==> config.mk <==
export PLATFORM = sky130hd
export DESIGN_NAME = lat_tester_ctrl_flat
export DESIGN_NICKNAME = d
export VERILOG_FILES = /design/src/rtl/lat_tester_ctrl_pkg.sv /design/src/rtl/lat_tester_ctrl_if.sv /design/src/rtl/lat_tester_ctrl_sensor_filt.sv /design/src/rtl/lat_tester_ctrl.sv /design/src/flat_wrapper.sv
export SDC_FILE = /design/constraint.sdc
export NUM_CORES = 1
export LEC_CHECK = 0
export CAP_MARGIN = 10
export CORE_MARGIN = 4
export CORE_UTILIZATION = 40
export DETAILED_ROUTE_END_ITERATION = 8
export MAX_ROUTING_LAYER = met4
export PLACE_DENSITY_LB_ADDON = 0.12
export SLEW_MARGIN = 20
export SYNTH_ARGS = -nofsm -noshare
export SYNTH_HDL_FRONTEND = slang
export SYNTH_SLANG_ARGS = --single-unit
==> constraint.sdc <==
create_clock -name clk27 -period 2.7 [get_ports clk27]
set_input_delay 0.27 -clock clk27 [delete_from_list [all_inputs] [get_ports clk27]]
set_output_delay 0.27 -clock clk27 [all_outputs]
set_load 0.02 [all_outputs]
==> src/rtl/lat_tester_ctrl_pkg.sv <==
// Shared types for the latency tester: LT position codes, sequencer state encoding, result record.
// Also holds the result width and saturation constant used by the controller.
package lat_tester_ctrl_pkg;

  localparam int RES_W = 16;
  localparam logic [RES_W-1:0] LAT_SAT = '1;

  // Position codes match the generator's existing latency-tester box placement
  typedef enum logic [1:0] {
    LT_POS_NONE        = 2'b00,
    LT_POS_TOPLEFT     = 2'b01,
    LT_POS_CENTER      = 2'b10,
    LT_POS_BOTTOMRIGHT = 2'b11
  } lt_pos_t;

  typedef enum logic [1:0] {
    ST_IDLE    = 2'b00,
    ST_ARM     = 2'b01,
    ST_MEASURE = 2'b10,
    ST_HOLD    = 2'b11
  } lt_state_t;

  typedef struct packed {
    logic [RES_W-1:0] lat_us;
    logic             timeout;
    logic             err;
  } lt_result_t;

endpackage

==> src/rtl/lat_tester_ctrl_if.sv <==
// Host/OSD side of the latency tester: command inputs and the completed-result record.
// No backpressure: start is a one-cycle request, results are held until the next accepted start.
interface lat_tester_ctrl_if;
  import lat_tester_ctrl_pkg::*;

  logic             start;
  logic             abort;
  logic [1:0]       mode_sel;
  logic             busy;
  logic             done;
  logic             result_valid;
  logic [RES_W-1:0] lat_us;
  logic             timeout;
  logic             err;

  modport master (
    output start, abort, mode_sel,
    input  busy, done, result_valid, lat_us, timeout, err
  );

  modport slave (
    input  start, abort, mode_sel,
    output busy, done, result_valid, lat_us, timeout, err
  );

endinterface

==> src/rtl/lat_tester_ctrl_sensor_filt.sv <==
// Photodiode input: 2-FF synchronizer then a run-length filter; sensor_lit changes after FILT_LEN agreeing samples.
// Latency 2+FILT_LEN cycles from a sensor_n change; no backpressure.
module lt_sensor_filt #(
  parameter int FILT_LEN = 4
) (
  input  logic clk27,
  input  logic reset_n,
  input  logic sensor_n,
  output logic sensor_lit
);

  localparam logic [3:0] CNT_LAST = 4'(FILT_LEN - 1);

  logic       sync1;
  logic       sync2;
  logic [3:0] run_cnt;
  logic       lit_smp;

  assign lit_smp = ~sync2;

  always_ff @(posedge clk27 or negedge reset_n) begin
    if (!reset_n) begin
      sync1      <= 1'b1;
      sync2      <= 1'b1;
      run_cnt    <= 4'd0;
      sensor_lit <= 1'b0;
    end else begin
      sync1 <= sensor_n;
      sync2 <= sync1;
      // Any sample agreeing with the current state restarts the run
      if (lit_smp == sensor_lit) begin
        run_cnt <= 4'd0;
      end else if (run_cnt >= CNT_LAST) begin
        sensor_lit <= lit_smp;
        run_cnt    <= 4'd0;
      end else begin
        run_cnt <= run_cnt + 4'd1;
      end
    end
  end

endmodule

==> src/rtl/lat_tester_ctrl.sv <==
// Latency-test sequencer: arms the LT pattern, times frame start to sensor light in us, then holds the pattern off.
// Outputs registered, 1-cycle response to start/abort/detection; no backpressure, results held until next start.
module lat_tester_ctrl
  import lat_tester_ctrl_pkg::*;
#(
  parameter int CLK_PER_US  = 27,
  parameter int FILT_LEN    = 4,
  parameter int HOLD_FRAMES = 2,
  parameter int ARM_FRAMES  = 8
) (
  input  logic                    clk27,
  input  logic                    reset_n,
  lat_tester_ctrl_if.slave        host,
  input  logic                    vsync_in,
  input  logic                    sensor_n,
  output logic                    lt_active,
  output logic [1:0]              lt_mode
);

  localparam int PRESC_W = (CLK_PER_US > 1) ? $clog2(CLK_PER_US) : 1;
  localparam logic [PRESC_W-1:0] PRESC_MAX = PRESC_W'(CLK_PER_US - 1);
  localparam logic [3:0]         ARM_LAST  = 4'(ARM_FRAMES - 1);
  localparam logic [3:0]         HOLD_LAST = 4'(HOLD_FRAMES - 1);

  lt_state_t          state_q, state_nxt;
  lt_pos_t            mode_q, mode_nxt;
  logic [PRESC_W-1:0] presc_q, presc_nxt;
  logic [RES_W-1:0]   us_q, us_nxt;
  logic [3:0]         arm_q, arm_nxt;
  logic [3:0]         hold_q, hold_nxt;
  lt_result_t         res_q, res_nxt;
  logic               rv_q, rv_nxt;
  logic               done_q, done_nxt;
  logic               lta_q, lta_nxt;
  logic               vs_q;
  logic               fs_q;
  logic               sensor_lit;

  lt_sensor_filt #(
    .FILT_LEN (FILT_LEN)
  ) u_sensor_filt (
    .clk27      (clk27),
    .reset_n    (reset_n),
    .sensor_n   (sensor_n),
    .sensor_lit (sensor_lit)
  );

  // Frame start: registered 1->0 edge of the negative-polarity vsync
  always_ff @(posedge clk27 or negedge reset_n) begin
    if (!reset_n) begin
      vs_q <= 1'b1;
      fs_q <= 1'b0;
    end else begin
      vs_q <= vsync_in;
      fs_q <= vs_q & ~vsync_in;
    end
  end

  always_ff @(posedge clk27 or negedge reset_n) begin
    if (!reset_n) begin
      state_q <= ST_IDLE;
      mode_q  <= LT_POS_NONE;
      presc_q <= '0;
      us_q    <= '0;
      arm_q   <= 4'd0;
      hold_q  <= 4'd0;
      res_q   <= '0;
      rv_q    <= 1'b0;
      done_q  <= 1'b0;
      lta_q   <= 1'b0;
    end else begin
      state_q <= state_nxt;
      mode_q  <= mode_nxt;
      presc_q <= presc_nxt;
      us_q    <= us_nxt;
      arm_q   <= arm_nxt;
      hold_q  <= hold_nxt;
      res_q   <= res_nxt;
      rv_q    <= rv_nxt;
      done_q  <= done_nxt;
      lta_q   <= lta_nxt;
    end
  end

  always_comb begin
    state_nxt = state_q;
    mode_nxt  = mode_q;
    presc_nxt = presc_q;
    us_nxt    = us_q;
    arm_nxt   = arm_q;
    hold_nxt  = hold_q;
    res_nxt   = res_q;
    rv_nxt    = rv_q;
    done_nxt  = 1'b0;

    if (host.abort) begin
      state_nxt = ST_IDLE;
    end else begin
      case (state_q)
        ST_IDLE: begin
          if (host.start) begin
            state_nxt       = ST_ARM;
            mode_nxt        = lt_pos_t'(host.mode_sel);
            rv_nxt          = 1'b0;
            res_nxt.timeout = 1'b0;
            res_nxt.err     = 1'b0;
            arm_nxt         = 4'd0;
          end
        end
        ST_ARM: begin
          if (fs_q) begin
            if (!sensor_lit) begin
              state_nxt = ST_MEASURE;
              presc_nxt = '0;
              us_nxt    = '0;
            end else if (arm_q >= ARM_LAST) begin
              // Screen already lit frame after frame: measurement cannot start
              state_nxt = ST_HOLD;
              res_nxt   = '{lat_us: '0, timeout: 1'b0, err: 1'b1};
              rv_nxt    = 1'b1;
              done_nxt  = 1'b1;
              hold_nxt  = 4'd0;
            end else begin
              arm_nxt = arm_q + 4'd1;
            end
          end
        end
        ST_MEASURE: begin
          // Detection is tested first so it wins over saturation in the same cycle
          if (sensor_lit) begin
            state_nxt = ST_HOLD;
            res_nxt   = '{lat_us: us_q, timeout: 1'b0, err: 1'b0};
            rv_nxt    = 1'b1;
            done_nxt  = 1'b1;
            hold_nxt  = 4'd0;
          end else if (us_q == LAT_SAT) begin
            state_nxt = ST_HOLD;
            res_nxt   = '{lat_us: LAT_SAT, timeout: 1'b1, err: 1'b0};
            rv_nxt    = 1'b1;
            done_nxt  = 1'b1;
            hold_nxt  = 4'd0;
          end else if (presc_q >= PRESC_MAX) begin
            presc_nxt = '0;
            us_nxt    = us_q + RES_W'(1);
          end else begin
            presc_nxt = presc_q + PRESC_W'(1);
          end
        end
        ST_HOLD: begin
          if (fs_q) begin
            if (hold_q >= HOLD_LAST) begin
              state_nxt = ST_IDLE;
            end else begin
              hold_nxt = hold_q + 4'd1;
            end
          end
        end
        default: state_nxt = ST_IDLE;
      endcase
    end

    lta_nxt = (state_nxt == ST_ARM) || (state_nxt == ST_MEASURE);
  end

  assign lt_active         = lta_q;
  assign lt_mode           = mode_q;
  assign host.busy         = (state_q != ST_IDLE);
  assign host.done         = done_q;
  assign host.result_valid = rv_q;
  assign host.lat_us       = res_q.lat_us;
  assign host.timeout      = res_q.timeout;
  assign host.err          = res_q.err;

endmodule

==> src/flat_wrapper.sv <==
// flat-port wrapper written by rule: the top's interface ports become plain ports
module lat_tester_ctrl_flat import lat_tester_ctrl_pkg::*;
#(
  parameter int CLK_PER_US  = 27,
  parameter int FILT_LEN    = 4,
  parameter int HOLD_FRAMES = 2,
  parameter int ARM_FRAMES  = 8
)
  (clk27, reset_n, vsync_in, sensor_n, lt_active, lt_mode, host_start, host_abort, host_mode_sel, host_busy, host_done, host_result_valid, host_lat_us, host_timeout, host_err);
  lat_tester_ctrl_if host_i ();
  input  logic clk27;
  input  logic reset_n;
  input  logic vsync_in;
  input  logic sensor_n;
  output logic lt_active;
  output logic [1:0] lt_mode;
  input wire logic [$bits(host_i.start)-1:0] host_start;
  input wire logic [$bits(host_i.abort)-1:0] host_abort;
  input wire logic [$bits(host_i.mode_sel)-1:0] host_mode_sel;
  output wire logic [$bits(host_i.busy)-1:0] host_busy;
  output wire logic [$bits(host_i.done)-1:0] host_done;
  output wire logic [$bits(host_i.result_valid)-1:0] host_result_valid;
  output wire logic [$bits(host_i.lat_us)-1:0] host_lat_us;
  output wire logic [$bits(host_i.timeout)-1:0] host_timeout;
  output wire logic [$bits(host_i.err)-1:0] host_err;
  assign host_i.start = host_start;
  assign host_i.abort = host_abort;
  assign host_i.mode_sel = host_mode_sel;
  assign host_busy = host_i.busy;
  assign host_done = host_i.done;
  assign host_result_valid = host_i.result_valid;
  assign host_lat_us = host_i.lat_us;
  assign host_timeout = host_i.timeout;
  assign host_err = host_i.err;
  lat_tester_ctrl #(.CLK_PER_US(CLK_PER_US), .FILT_LEN(FILT_LEN), .HOLD_FRAMES(HOLD_FRAMES), .ARM_FRAMES(ARM_FRAMES)) u_core (.clk27(clk27), .reset_n(reset_n), .host(host_i), .vsync_in(vsync_in), .sensor_n(sensor_n), .lt_active(lt_active), .lt_mode(lt_mode));
endmodule
==> flow_metrics.tcl, run 1 <==
set metrics [dict create \
    num_io_pins 32 \
    clk_latency_ns 0.34 \
    setup_slack_ns 0.321 \
    worstSetupEndpointType "flip-flop" \
    postRouteWirelength_um 6720 \
    drive_above_1_share_pct 12.1 \
    drt_iter0_drc 104 \
    layout.nets 387 \
    synth_seq_cells 63 \
    path_cells "inv_1 -> ha_1 -> and4_4 -> and4_4 -> or3_4 -> or4_1 -> a21oi_1" \
    grt_max_degree 33 \
    start_kind "flip-flop" \
    ys_warn_count 0 \
    cp.required_ns 2.97 \
    final_hold_viol_count 0 \
    dp_hpwl_um 4820 \
    die_h_um 96.8 \
    antenna_found_initial 0 \
    design_area_um2 3820 \
    tns_ns 0 \
    rsz0062_at_grt "false" \
    slowest_delay_ns 0.47 \
    drc_errors 0 \
    fillers 758 \
    initial_core_util_pct 41.0 \
    power_density_nw_per_um2 970 \
    post-place-ws_ns 0.265 \
    maxCapViolCount 0 \
    relSlewSlack_pct 51.6 \
    fin_skew_ns 0.00565 \
    report.power.total_mw 3.71 \
    antenna_left 0 \
    synth_cell_types 45 \
    via_per_inst 5.42 \
    clockBufferDepth 2 \
    core-area_um2 7690 \
    clk_pin_slew_ns 0.07 \
    crit_slowest_cell "or3_4" \
    fp.dieW_um 96.8 \
    vdd_drop_max_uv 401 \
    synth_edf_count 0 \
    avgSynthCellArea_um2 9.65 \
    report.final.setup_viol 0 \
    num_rows 32 \
    hp-class "in -> reg" \
    h-tree-depth 3 \
    place_area_um2 3610 \
    outcome "finished, final reports clean" \
    synthFlopType "dfrtp_1" \
    syn_area_um2 3160 \
    grt_overflow 0 \
    vias 2565 \
    die_area_um2 9370 \
    utilization_pct 49.7 \
    syn-instance-count 327 \
    avgRoutedWirePerCell_um 14.2 \
    drv_slew 0 \
    crit_arrival_ns 2.64 \
    dr.pass1.iters 4 \
    grt_pass1_vias 2324 \
    tightestPinTransition_ns 0.726 \
    fmax_mhz 420 \
    io_buffers 31 \
    path_common_cell "and4_4" \
    syn2layout_area_growth_pct 21.1 \
    ys_async_sr_fraction_pct 100 \
    cts_tree "yes" \
    cp_max_fo 18 \
    grt_usage_pct 15.6 \
    grt_pass1_wl_um 11500 \
    num_antenna_cells 0 \
    cellLeakagePower_nw 1.62 \
    gp_congestion 0.870 \
    finalCritPeriodShare_pct 88.1 \
    cts-root-buf "clkbuf_8" \
    synth.yosys.seq_area_share_pct 50.1 \
    cts.sinks 63 \
    fin_crit_ns 2.38 \
    cts_made_buffers 9 \
    critical_path_class "reg -> reg" \
    cts_setup_buffers 0 \
]
layout make-up:
class | count | area [um^2] | share of cell area (%)
Inverter | 10 | 37.5 | 0.982
Sequential cell | 63 | 1580 | 41.4
Clock inverter | 6 | 60.1 | 1.57
Clock buffer | 10 | 138 | 3.60
Multi-Input combinational cell | 239 | 1470 | 38.4
Timing Repair Buffer | 43 | 410 | 10.7
Tap cell | 102 | 128 | 3.34
cells in the final DEF, fill, tap and decap left out, drive strengths merged, types with 3 or more instances in the layout:
cell type	count
a21oi	17
a41oi	3
and3	4
and4	6
buf	12
clkbuf	10
clkdlybuf4s50	30
clkinv	3
dfrtp	60
dfstp	3
ha	13
inv	10
mux2	6
mux2i	5
nand2	46
nand2b	6
nand3	7
nand4	6
nor2	15
nor2b	7
nor4	3
o211ai	5
o21ai	49
o31ai	6
or3	4
or4	9
logic make-up (layout without fill, tap and decap cells):
logic type | after synthesis | count (layout) | synth area share, %
other | 1 | 2 | 0.119
and+or+nand+nor | 121 | 121 | 20.2
DFF | 63 | 63 | 50.1
muxes | 11 | 11 | 3.73
buffers and inverters | 26 | 69 | 3.61
adders and majority gates | 13 | 13 | 5.15
AOI/OAI and AO/OA | 91 | 91 | 16.8
xor gates and xnor gates | 1 | 1 | 0.278
worst paths after layout:
| path | startpoint | to | slack, ns | cells after the start |
|---|---|---|---|---|
| setup / recovery | u_core.state_q[0]$_DFF_PN0_ | u_core.us_q[6]$_DFFE_PN0P_ | 0.32 | 7 |
| hold / removal | sensor_n | u_core.u_sensor_filt.sync1$_DFF_PN1_ | 0.35 | 1 |
| setup reg to reg | u_core.state_q[0]$_DFF_PN0_ | u_core.us_q[6]$_DFFE_PN0P_ | 0.32 | 7 |
| hold reg to reg | u_core.u_sensor_filt.sync1$_DFF_PN1_ | u_core.u_sensor_filt.sync2$_DFF_PN1_ | 0.36 | 0 |
| max in group asynchronous | reset_n | u_core.vs_q$_DFF_PN1_ | 1.49 | 3 |
| min in group asynchronous | reset_n | u_core.host.lat_us[4]$_DFFE_PN0P_ | 0.52 | 2 |
metal layers:
layer	vias to the layer above	track usage (%)	share of wire [%]	routed length, um
li1	1258	-	-	-
met1	1237	22.4	51	3410
met2	64	21.0	43	2870
met3	6	5.34	5.7	380
met4	0	4.21	0.71	48
met5	-	-	0	0
where the power goes:
part | total (mW) | leakage (nW) | switching (mW) | internal (mW)
logic | 1.59 | 0.672 | 0.923 | 0.666
registers | 1.31 | 0.846 | 0.147 | 1.16
clock network | 0.808 | 0.0981 | 0.362 | 0.446
flip-flops by register name, summed over array words and instances, names as in the netlist:
name                             flops
u_core.host.err                      1
u_core.u_sensor_filt.sensor_lit      1
u_core.fs_q                          1
u_core.host.result_valid             1
u_core.us_q                         16
u_core.state_q                       2
u_core.hold_q                        4
u_core.arm_q                         4
u_core.u_sensor_filt.sync1           1
u_core.host.lat_us                  16
u_core.host.timeout                  1
u_core.lt_mode                       2
u_core.u_sensor_filt.sync2           1
u_core.vs_q                          1
u_core.lt_active                     1
u_core.u_sensor_filt.run_cnt         4
u_core.presc_q                       5
u_core.host.done                     1
cells in the mapped netlist, drive strengths merged (4+ instances only):
cell type | n | area, um^2
dfrtp | 60 | 1500
o21ai | 49 | 245
nand2 | 46 | 173
a21oi | 17 | 85.1
nor2 | 15 | 56.3
clkbuf | 13 | 48.8
ha | 13 | 163
inv | 10 | 37.5
or4 | 9 | 67.6
nand3 | 7 | 35.0
nor2b | 7 | 43.8
and4 | 6 | 60.1
mux2 | 6 | 67.6
nand2b | 6 | 37.5
nand4 | 6 | 37.5
o31ai | 6 | 45.0
mux2i | 5 | 50.1
o211ai | 5 | 37.5
and3 | 4 | 25.0
or3 | 4 | 30.0
metrics by stage:
stage                     instances  hold slack [ns]
final                           473            0.346
after floorplan                 328          -0.0256
after detailed placement        456            0.353
after global routing            473            0.319
after global placement          456            0.351
after CTS                       473            0.323
critical path: cells and delay by family (launching register included):
kind | cells | cell delay, ns
and+or+nand+nor | 4 | 1.30
DFF | 1 | 0.45
adders and majority gates | 1 | 0.29
AOI/OAI and AO/OA | 1 | 0.15
buffers and inverters | 1 | 0.11
timing repair:
action / CTS / global route
gates resized for setup: 0 / 1
endpoints found under the hold margin: 26 / 0
hold buffers: 1 / 0
setup endpoints to repair: 0 / 1
Note: power is estimated with default switching activity, not from simulation.
==> run 2: changes to the inputs <==
--- a/config.mk
+++ b/config.mk
@@ -6,9 +6,11 @@
 export NUM_CORES = 1
 export LEC_CHECK = 0
 export CAP_MARGIN = 10
-export CORE_MARGIN = 4
+export CORE_MARGIN = 1.5
 export CORE_UTILIZATION = 40
+export CTS_CLUSTER_SIZE = 40
 export DETAILED_ROUTE_END_ITERATION = 8
+export GPL_TIMING_DRIVEN = 0
 export MAX_ROUTING_LAYER = met4
 export PLACE_DENSITY_LB_ADDON = 0.12
 export SLEW_MARGIN = 20
==> run 2 against run 1 <==
  * Register-to-register slack got worse by 0.05 ns
  * Flip-flop and latch count is the same
  * Sequential share of layout area grew 0.40 points
  * Critical path depth is 1 higher
  * Sequential power about the same
  * Final cell count rose by 0.85%
==> flow_metrics.tcl, run 2 (synthesized netlist as in run 1, its figures left out) <==
set metrics [dict create \
    drc_errors 0 \
    clk_pin_slew_ns 0.08 \
    num_rows 32 \
    instances_no_fill 477 \
    seqPwrFrac_pct 36.6 \
    p_sw_share_pct 40.4 \
    cp.required_ns 2.97 \
    hp-class "in -> async" \
    gp_congestion 0.846 \
    clockBufferDepth 2 \
    syn2layout_area_growth_pct 19.9 \
    tightestPinTransition_ns 0.677 \
    report.power.total_mw 3.59 \
    grt_overflow 0 \
    report.final.setup_viol 0 \
    final_hold_viol_count 0 \
    dr.pass1.iters 4 \
    cts-root-buf "clkbuf_8" \
    p_switching_mw 1.45 \
    setup_slack_ns 0.274 \
    layout_commonest_cell "dfrtp_1" \
    place_area_um2 3620 \
    outcome "finished, final reports clean" \
    cp_max_fo 18 \
    fp.dieW_um 91.8 \
    fin_skew_ns 0.0128 \
    layout_common_cells "60 x dfrtp_1, 48 x o21ai_0, 46 x nand2_1" \
    vias 2577 \
    grt_pass1_vias 2504 \
    grt_max_degree 49 \
    utilization_pct 49.2 \
    drv_slew 0 \
    pwr-share-clk_pct 19.0 \
    cts.sinks 63 \
    power_density_nw_per_um2 947 \
    fin_crit_ns 2.43 \
    r2r-start "u_core.state_q[0]$_DFF_PN0_" \
    cellLeakagePower_nw 1.59 \
    vdd_drop_max_uv 433 \
    relSlewSlack_pct 54.7 \
    core-area_um2 7690 \
    cts_setup_buffers 0 \
    num_antenna_cells 0 \
    postRouteWirelength_um 6930 \
    cts_tree "yes" \
    post-place-ws_ns 0.230 \
    clk_latency_ns 0.35 \
    antenna_found_initial 0 \
    num_io_pins 32 \
    initial_core_util_pct 41.0 \
    start_kind "flip-flop" \
    critical_path_class "reg -> reg" \
    grt_usage_pct 18.7 \
    p_comb_share_pct 44.4 \
    whs_ns 0.326 \
    fillers 737 \
    die_h_um 91.8 \
    r2r_end "u_core.us_q[6]$_DFFE_PN0P_" \
    maxCapViolCount 0 \
    drt_iter0_drc 156 \
    p_int_mw 2.14 \
    fmax_mhz 412 \
    r2r_slack_ns 0.27 \
    die_area_um2 8430 \
    avgRoutedWirePerCell_um 14.5 \
    finalCritPeriodShare_pct 89.8 \
    layout.nets 392 \
    io_buffers 31 \
    design_area_um2 3780 \
    dp_hpwl_um 5000 \
    reg2regPathDepth 8 \
    via_per_inst 5.40 \
    crit_arrival_ns 2.70 \
    worstSetupEndpointType "flip-flop" \
    drive_above_1_share_pct 9.33 \
    tns_ns 0 \
    grt_pass1_wl_um 12100 \
    placed_cells 462 \
    h-tree-depth 3 \
    antenna_left 0 \
    rsz0062_at_grt "false" \
    cts_made_buffers 9 \
]
## run 2: changes by cell type in the layout (fill, tap and decap cells not counted), sizes merged
| cell | delta |
|---|---|
| clkinv | +1 |
| bufinv | -1 |
| clkbuf | +13 |
| clkinvlp | -2 |
| buf | -7 |
## run 2: worst max-delay path: stages (launching register included)
cell and delay (ns):
dfrtp_1 0.47, inv_1 0.12, ha_1 0.36, nor2b_1 0.18, o21ai_1 0.13, or3_4 0.38, buf_6 0.16, or4_1 0.40
a21oi_1 0.15
## run 2: metal layers
metal / routed length (um) / global-route usage, % / up-vias
met5: 0 / - / -
met4: 106 / 7.18 / 0
met3: 304 / 4.64 / 14
met1: 3470 / 25.3 / 1229
li1: - / - / 1276
met2: 3040 / 27.2 / 58
## run 2: worst max-delay path by stage
stage / from / end
2_1_floorplan: u_core.state_q[0]$_DFF_PN0_ / u_core.us_q[6]$_DFFE_PN0P_
3_3_place_gp: reset_n / u_core.lt_mode[1]$_DFFE_PN0P_
3_5_place_dp: u_core.state_q[0]$_DFF_PN0_ / u_core.us_q[11]$_DFFE_PN0P_
4_1_cts: u_core.state_q[0]$_DFF_PN0_ / u_core.us_q[11]$_DFFE_PN0P_
5_1_grt: u_core.state_q[1]$_DFF_PN0_ / u_core.host.lat_us[0]$_DFFE_PN0P_
6_report: u_core.state_q[0]$_DFF_PN0_ / u_core.us_q[6]$_DFFE_PN0P_
## run 2: timing repair
action | 4_1_cts | 5_1_grt
hold buffers | 1 | 0
endpoints found under the hold margin | 15 | 0
gates resized for setup | 0 | 2
endpoints found under the setup margin | 0 | 5
## run 2: power groups by stage
stage	clock, mW	combinational, mW	sequential [mW]
after global routing	0.747	1.78	1.35
after global placement	0	1.59	1.33
after CTS	0.711	1.61	1.32
final	0.680	1.59	1.31
after detailed placement	0	1.61	1.33
after floorplan	0	0.810	1.50
## run 2: area by class of cell
cell class | instances | area, um^2 | area share [%]
plain buffers | 15 | 73.8 | 1.95
clock buffers | 11 | 131 | 3.47
clock inverters | 4 | 23.8 | 0.628
inverters | 10 | 37.5 | 0.992
multi-input cells | 239 | 1470 | 38.7
flip-flops and latches | 63 | 1580 | 41.8
well taps | 102 | 128 | 3.37
repair buffers | 33 | 345 | 9.12
==> run 3: changes to the inputs <==
--- a/config.mk
+++ b/config.mk
@@ -13,7 +13,7 @@
 export GPL_TIMING_DRIVEN = 0
 export MAX_ROUTING_LAYER = met4
 export PLACE_DENSITY_LB_ADDON = 0.12
-export SLEW_MARGIN = 20
+export SLEW_MARGIN = 5
 export SYNTH_ARGS = -nofsm -noshare
 export SYNTH_HDL_FRONTEND = slang
 export SYNTH_SLANG_ARGS = --single-unit
==> run 3 against run 2 <==
  * Utilization fell by 0.28 points
  * Wire length is 1.0% higher
  * Sequential power is essentially flat
  * Worst setup slack got worse by 0.074 ns
  * Critical path type unchanged
  * Critical endpoint is now u_core.us_q[8]$_DFFE_PN0P_
  * Highest routed layer unchanged
==> flow_metrics.tcl, run 3 (synthesized netlist as in run 1, its figures left out) <==
set metrics [dict create \
    clockBufferDepth 2 \
    syn2layout_area_growth_pct 19.3 \
    antenna_left 0 \
    seqPwrFrac_pct 36.3 \
    place_area_um2 3590 \
    utilization_pct 49.0 \
    die_h_um 91.8 \
    cts-root-buf "clkbuf_8" \
    report.final.setup_viol 0 \
    grt_pass1_vias 2467 \
    hp-class "in -> async" \
    p_switching_mw 1.46 \
    cp.required_ns 2.91 \
    clk_latency_ns 0.35 \
    instances_no_fill 477 \
    placed_cells 461 \
    avgRoutedWirePerCell_um 14.7 \
    fmax_mhz 400 \
    final_hold_viol_count 0 \
    pwr-share-clk_pct 19.8 \
    num_rows 32 \
    tightestPinTransition_ns 0.786 \
    dp_hpwl_um 4860 \
    outcome "finished, final reports clean" \
    die_area_um2 8430 \
    relSlewSlack_pct 47.6 \
    grt_overflow 0 \
    h-tree-depth 3 \
    layout_common_cells "60 x dfrtp_1, 48 x o21ai_0, 46 x nand2_1" \
    drv_slew 0 \
    layout.nets 391 \
    p_comb_share_pct 44.0 \
    ctsResizeCount 0 \
    post-place-ws_ns 0.220 \
    power_density_nw_per_um2 963 \
    layout_commonest_cell "dfrtp_1" \
    io_buffers 31 \
    whs_ns 0.00440 \
    grt_usage_pct 18.5 \
    p_sw_share_pct 40.2 \
    dr.pass1.iters 4 \
    tns_ns 0 \
    grt_pass1_wl_um 12000 \
    start_kind "flip-flop" \
    p_int_mw 2.17 \
    grt_max_degree 64 \
    drc_errors 0 \
    rsz0062_at_grt "false" \
    core-area_um2 7690 \
    fp.dieW_um 91.8 \
    finalCritPeriodShare_pct 92.6 \
    ctsHoldBuffers 0 \
    design_area_um2 3760 \
    setup_slack_ns 0.200 \
    maxCapViolCount 0 \
    via_per_inst 5.36 \
    worstSetupEndpointType "flip-flop" \
    clk_pin_slew_ns 0.07 \
    postRouteWirelength_um 7000 \
    fin_skew_ns 0.00988 \
    cts_setup_buffers 0 \
    cts_made_buffers 9 \
    gp_congestion 0.846 \
    drt_iter0_drc 179 \
    drive_above_1_share_pct 9.07 \
    crit_arrival_ns 2.71 \
    antenna_found_initial 0 \
    initial_core_util_pct 41.0 \
    cts_tree "yes" \
    reg2regPathDepth 9 \
    num_io_pins 32 \
    report.power.total_mw 3.62 \
    cellLeakagePower_nw 1.58 \
    vias 2556 \
    num_antenna_cells 0 \
    vdd_drop_max_uv 473 \
    critical_path_class "reg -> reg" \
    cp_max_fo 10 \
    fin_crit_ns 2.50 \
    cts.sinks 63 \
]
==> run 3: cell types whose count changed in the layout (fill, tap and decap cells not counted), sizes merged <==
cell / previous run / this run
clkbuf: 23 / 26
clkinv: 4 / 3
dlygate4sd3: 1 / 0
buf: 5 / 4
==> run 3: area by class of cell <==
class	count	area, um^2
fill	764	3920
inverter	10	37.5
timing repair buffer	31	308
multi-input combinational	239	1470
tap	102	128
sequential	63	1580
clock inverter	3	18.8
buffer	16	77.6
clock buffer	13	149
==> run 3: path summary, 6_finish.rpt <==
path / from / to / slack [ns]
max: u_core.state_q[0]$_DFF_PN0_ / u_core.us_q[8]$_DFFE_PN0P_ / 0.20
min: reset_n / u_core.host.lat_us[15]$_DFFE_PN0P_ / 0.004
max reg2reg: u_core.state_q[0]$_DFF_PN0_ / u_core.us_q[8]$_DFFE_PN0P_ / 0.20
min reg2reg: u_core.u_sensor_filt.sync1$_DFF_PN1_ / u_core.u_sensor_filt.sync2$_DFF_PN1_ / 0.36
max in group asynchronous: reset_n / u_core.arm_q[0]$_DFFE_PN0P_ / 2.18
min in group clk27: sensor_n / u_core.u_sensor_filt.sync1$_DFF_PN1_ / 0.33
==> run 3: routing by layer <==
layer	vias to the layer above	GRT usage, %	routed length, um
li1	1263	-	-
met1	1228	24.9	3500
met2	51	27.4	3120
met3	14	4.89	274
met4	0	6.03	99
met5	-	-	0
==> run 3: worst max-delay path: stages (launching register included) <==
cell	delay, ns
dfrtp_1	0.47
inv_1	0.11
ha_1	0.24
clkbuf_1	0.23
and2_1	0.26
or3_4	0.34
buf_6	0.14
clkbuf_1	0.22
o31ai_1	0.25
a21oi_1	0.09
==> run 3: power groups by stage <==
| stage | clock network (mW) | registers, mW | logic, mW |
|---|---|---|---|
| floorplan | 0 | 1.50 | 0.810 |
| global placement | 0 | 1.33 | 1.59 |
| detailed placement | 0 | 1.33 | 1.60 |
| CTS | 0.742 | 1.32 | 1.60 |
| global route | 0.786 | 1.35 | 1.76 |
| finish | 0.717 | 1.31 | 1.59 |
